### src/rtl/yj_basic_cdc_hs_tx.sv
// Source-domain half of a two-phase (toggle) request/acknowledge CDC handshake.
// Optional one-entry skid register compiled in with `define YJ_CDC_HS_TX_SKID_EN.
module yj_basic_cdc_hs_tx #(
    parameter int DW = 32
) (
    input  logic          CLK,
    input  logic          RST,
    input  logic          din_valid,
    input  logic [DW-1:0] din,
    output logic          din_ready,
    output logic          req_out,
    output logic [DW-1:0] dat_out,
    input  logic          ack_in,
    output logic          busy
);

    // state    | meaning
    // IDLE     | no word in flight; din accepted and launched at once
    // WAIT_ACK | word launched on dat_out, waiting for ack_s2 to match req_out
    typedef enum logic {
        ST_IDLE     = 1'b0,
        ST_WAIT_ACK = 1'b1
    } state_t;

    state_t        r_state;
    state_t        w_state_nxt;
    logic          r_ack_s1;
    logic          r_ack_s2;
    logic          r_req;
    logic [DW-1:0] r_dat;

    logic          w_done;
    logic          w_accept;
    logic          w_launch;
    logic [DW-1:0] w_launch_dat;
    logic          w_skid_load;
    logic          w_skid_clr;

`ifdef YJ_CDC_HS_TX_SKID_EN
    logic [DW-1:0] r_skid_dat;
    logic          r_skid_full;
`endif

    assign w_done   = (r_state == ST_WAIT_ACK) && (r_ack_s2 == r_req);
    assign w_accept = din_valid && din_ready;
    assign req_out  = r_req;
    assign dat_out  = r_dat;
    assign busy     = (r_state == ST_WAIT_ACK);

    always_comb begin
        w_state_nxt  = r_state;
        w_launch     = 1'b0;
        w_launch_dat = din;
        w_skid_load  = 1'b0;
        w_skid_clr   = 1'b0;
        din_ready    = 1'b0;
        case (r_state)
            ST_IDLE: begin
                din_ready = 1'b1;
                if (din_valid) begin
                    w_launch    = 1'b1;
                    w_state_nxt = ST_WAIT_ACK;
                end
            end
            ST_WAIT_ACK: begin
`ifdef YJ_CDC_HS_TX_SKID_EN
                din_ready = !r_skid_full;
                if (w_done) begin
                    // Skid holds the older word, so it must go out before any new din.
                    if (r_skid_full) begin
                        w_launch     = 1'b1;
                        w_launch_dat = r_skid_dat;
                        w_skid_clr   = 1'b1;
                    end else if (w_accept) begin
                        w_launch = 1'b1;
                    end else begin
                        w_state_nxt = ST_IDLE;
                    end
                end else if (w_accept) begin
                    w_skid_load = 1'b1;
                end
`else
                if (w_done) begin
                    w_state_nxt = ST_IDLE;
                end
`endif
            end
            default: w_state_nxt = ST_IDLE;
        endcase
    end

    always_ff @(posedge CLK) begin
        if (RST) begin
            r_state  <= ST_IDLE;
            r_ack_s1 <= 1'b0;
            r_ack_s2 <= 1'b0;
            r_req    <= 1'b0;
            r_dat    <= '0;
        end else begin
            r_ack_s1 <= ack_in;
            r_ack_s2 <= r_ack_s1;
            r_state  <= w_state_nxt;
            if (w_launch) begin
                r_req <= ~r_req;
                r_dat <= w_launch_dat;
            end
        end
    end

`ifdef YJ_CDC_HS_TX_SKID_EN
    always_ff @(posedge CLK) begin
        if (RST) begin
            r_skid_dat  <= '0;
            r_skid_full <= 1'b0;
        end else if (w_skid_load) begin
            r_skid_dat  <= din;
            r_skid_full <= 1'b1;
        end else if (w_skid_clr) begin
            r_skid_full <= 1'b0;
        end
    end
`else
    logic w_unused;
    assign w_unused = w_accept ^ w_skid_load ^ w_skid_clr;
`endif

endmodule

### config.mk
export PLATFORM = sky130hd
export DESIGN_NAME = yj_basic_cdc_hs_tx
export DESIGN_NICKNAME = d
export VERILOG_FILES = /design/src/rtl/yj_basic_cdc_hs_tx.sv
export SDC_FILE = /design/constraint.sdc
export NUM_CORES = 1
export LEC_CHECK = 0
export ABC_AREA = 1
export BUFFER_PORTS_ARGS = -buffer_cell sky130_fd_sc_hd__buf_2
export CORE_MARGIN = 2
export CORE_UTILIZATION = 30
export DETAILED_ROUTE_END_ITERATION = 16
export GPL_ROUTABILITY_DRIVEN = 1
export PLACE_DENSITY_LB_ADDON = 0.12
export SYNTH_ARGS = -nofsm -noshare
export SYNTH_HDL_FRONTEND = slang
export SYNTH_SLANG_ARGS = --single-unit
### constraint.sdc
create_clock -name CLK -period 0.95 [get_ports CLK]
set_input_delay 0.285 -clock CLK [delete_from_list [all_inputs] [get_ports CLK]]
set_output_delay 0.285 -clock CLK [all_outputs]
set_load 0.005 [all_outputs]
## Yosys cells after proc, flatten, opt, wreduce, memory -nomap -nowiden

Cells that the tools add are included.
W data, S select, Z words.

- Shifts and indexed selects: 0
- Magnitude comparators: 0
- Multiplexer cells: 5
- Div/mod/pow operators: 0
- $add $sub $neg: 0
- Reductions and logical operators: 1
- Bitwise gates (word level): 2
- $mul: 0
- Equal/unequal tests: 1

Operators with widths:

| kind | count |
|---|---|
| $mux W1 | 4 |
| $not A1 Y1 | 2 |
| $pmux W1 S2 | 1 |
| $eq A1 B1 Y1 | 1 |
| $logic_and A1 B1 Y1 | 1 |

- Memory bits (read-only): 0
- Register bits after elaboration: 36
- Memory bits (writable): 0
- Memories kept: 0
- Bits in latches: 0

## Longest topological paths before layout

- Depth after elaboration: 4
- Depth in mapped cells: 6

## Worst setup path after synthesis

No wires, ideal clock.

- Kind: register to register
- From: register r_state, in the netlist busy
- To: register r_dat[0], in the netlist dat_out[0]
- Clock period less this slack: 0.948 ns
- Data arrival time: 0.832 ns
- Path slack: 0.002 ns
- Cell stages (with the launch flop): 7
- Setup time: 0.116 ns
- Cell sequence: dfxtp_1 > inv_2 > nand2_4 > inv_6 > buf_6 > nor2_1 > nor2_1

- Word-level cells in the longest chain between the ends: 1

RTL lines:

| item | RTL line | source |
|---|---|---|
| start: declaration | 25 | `state_t r_state;` |
| start signal: assignment | 102 | `r_state <= w_state_nxt;` |
| $mux W1 | 57 | `case (r_state)` |
| end signal: assignment | 105 | `r_dat <= w_launch_dat;` |
| end: declaration | 30 | `logic [DW-1:0] r_dat;` |

Every way passes these cells.
A chain may end at the register's enable or synchronous reset.

## Final worst setup path

- From: register r_state, in the netlist busy
- To: output din_ready

- Word-level cells in the longest chain between the ends: 1

RTL lines:

| item | RTL line | source |
|---|---|---|
| $mux W1 | 57 |  |
| end: declaration | 10 | `output logic din_ready,` |

Every way passes these cells.

==> impl_metrics.tcl <==
set metrics [dict create \
    clk_pin_slew_ns 0.07 \
    final.setup.tns_ns -6.94 \
    clk_path_buf_depth 2 \
    ys_ff_latch 36 \
    coreArea_mm2 0.00429 \
    vias 1365 \
    worstPathMaxFanout 2 \
    path_buf_inv 3 \
    die_h_um 70.4 \
    n_antenna_cell 0 \
    drt-total-wl_mm 3.73 \
    synth_top_area_share_pct 54.5 \
    path_class "flip-flop to primary output" \
    clock_tree.root_cell "clkbuf_8" \
    grt_use_total_pct 13.9 \
    drv_cap 0 \
    placed_cells 281 \
    wire_per_inst_um 11.9 \
    grt_pass1_wl_mm 5.48 \
    area_delta_synth_final_pct 93.4 \
    stdcell_count 314 \
    crit_family "flip-flops" \
    rsz0062_at_grt "yes" \
    synth_top_cell_by_area "dfxtp_1" \
    die-area_mm2 0.00496 \
    drt_drc_violations_left 0 \
    max_slew_margin_pct 88.5 \
    antenna_found_initial 0 \
    layout_common_cells "56 x buf_2, 33 x nor2_1, 31 x dfxtp_2, 30 x nor2_4, 21 x buf_4" \
    n_fill_cell 407 \
    crit_path_top_delay_cell "dfxtp_2" \
    pin_count 71 \
    cts.sinks 36 \
    viasPerCell 4.35 \
    cts_made_buffers 5 \
    place.gp.congestion 0.655 \
    hold_viol 0 \
    ys_seq_area_share_pct 54.5 \
    final_nets 297 \
    ys_warn_count 0 \
    syn_nets 194 \
    arrival_ns 0.87 \
    cts_tree "done" \
    grt_max_degree 34 \
    ys_types 14 \
    clock_skew_ns 0.00491 \
    violations "negative setup slack" \
    drtAntennaViolNets 0 \
    syn_inst 158 \
    worst_pin_slew_ns 0.172 \
    layout.cells.most_common "buf_2" \
    power_leakage_nw 1.18 \
    peakVddDrop_mv 0.894 \
    max_freq_mhz 867 \
    period_needed_ns 1.15 \
    period_share_pct 121 \
    start_util_pct 30.8 \
    grt_pass1_vias 1229 \
    avgSynthCellArea_um2 8.37 \
    clk_latency_ns 0.28 \
    crit_required_ns 0.66 \
    place_hpwl_mm 2.18 \
    total_power_mw 3.85 \
    p_per_area_mw_per_mm2 1510 \
    cpMostUsedCell "buf_6" \
    status "finished with violations" \
    utilization_pct 59.6 \
    slew_violations 0 \
    cp-end-kind "primary output" \
    ys_top_cells_by_area "dfxtp_1 54%, nor2_1 16%, o21ai_0 12%, nor2_2 5.7%, buf_6 4.3%" \
    setup-violations-final 68 \
    layout-drive-gt1-share_pct 74.8 \
    port_buffers 70 \
    h-tree-depth 2 \
    synthesis.area_mm2 0.00132 \
    hp-class "input pin to flip-flop" \
    setup_slack_ns -0.203 \
    drt_iter0_drc 47 \
    worstPathCellList "inv_2, buf_6, buf_6" \
    die_x_um 70.4 \
    start_kind "flip-flop" \
    slowest_delay_ns 0.33 \
    grt_overflow 0 \
    dr.pass1.iters 4 \
    num_rows 24 \
]
## through the flow
step | worst slack [ns] | instance area, um2 | hold slack [ns]
floorplan | 0.00202 | 1320 | 0.354
global placement | -0.0210 | 1770 | 0.389
detailed placement | -0.0356 | 1770 | 0.402
CTS | -0.197 | 2110 | 0.201
global route | -0.252 | 2560 | 0.208
finish | -0.203 | 2560 | 0.201
## synthesized netlist by cell type
master / count
inv_2: 1
buf_12: 1
inv_1: 5
nor2_2: 12
buf_2: 3
o21ai_0: 33
nand2_1: 2
inv_6: 1
nand3_1: 1
nand2_4: 1
nor2_1: 56
a21oi_1: 1
buf_6: 5
dfxtp_1: 36
## power breakdown
part / switching (mW) / total [mW] / internal (mW)
Clock: 0.496 / 1.09 / 0.591
Sequential: 0.0893 / 1.74 / 1.66
Combinational: 0.437 / 1.02 / 0.583
## flip-flops by register name, indices dropped and copies added, names as in the netlist
register and cells:
dat_out 32, busy 1, r_ack_s1 1, r_ack_s2 1, req_out 1
## tightest hold or removal path, stage by stage
cell and delay, ns:
buf_2 0.07, inv_1 0.03, nor2_1 0.06
## layer usage
metal  global-route usage (%)  share of wire [%]
met1                     17.2                 42
met2                     21.6                 50
met3                     5.05                6.9
met4                     5.77                1.4
met5                        0                  0
## path summary, 6_finish.rpt
| check | start | endpoint | slack (ns) | cells past startpoint |
|---|---|---|---|---|
| setup / recovery | busy | din_ready | -0.20 | 3 |
| hold reg to reg | r_ack_s1 | r_ack_s2 | 0.41 | 2 |
| setup reg to reg | busy | dat_out[9] | -0.17 | 7 |
| hold / removal | ack_in | r_ack_s1 | 0.20 | 3 |
## repair_timing
item / in CTS / in global routing
buffers inserted: 11 / 10
gates cloned: 1 / 3
hold buffers: 0 / 0
pin swaps: 1 / 19
setup endpoints to repair: 55 / 69
gates resized for setup: 78 / 81
## cell families after synthesis
| logic type | Yosys count | share of synthesized area [%] |
|---|---|---|
| AO/OA/AOI/OAI | 34 | 12.9 |
| buffers and inverters | 16 | 9.27 |
| flip-flops | 36 | 54.5 |
| AND/OR/NAND/NOR | 72 | 23.4 |
## area by class of cell
| cell class | instances | area (um2) | area share (%) |
|---|---|---|---|
| timing repair buffer | 105 | 848 | 33.2 |
| sequential | 36 | 771 | 30.1 |
| multi-input combinational | 106 | 744 | 29.1 |
| clock buffer | 8 | 90.1 | 3.52 |
| tap | 52 | 65.1 | 2.54 |
| inverter | 7 | 38.8 | 1.52 |
(Power assumes the default switching activity.)
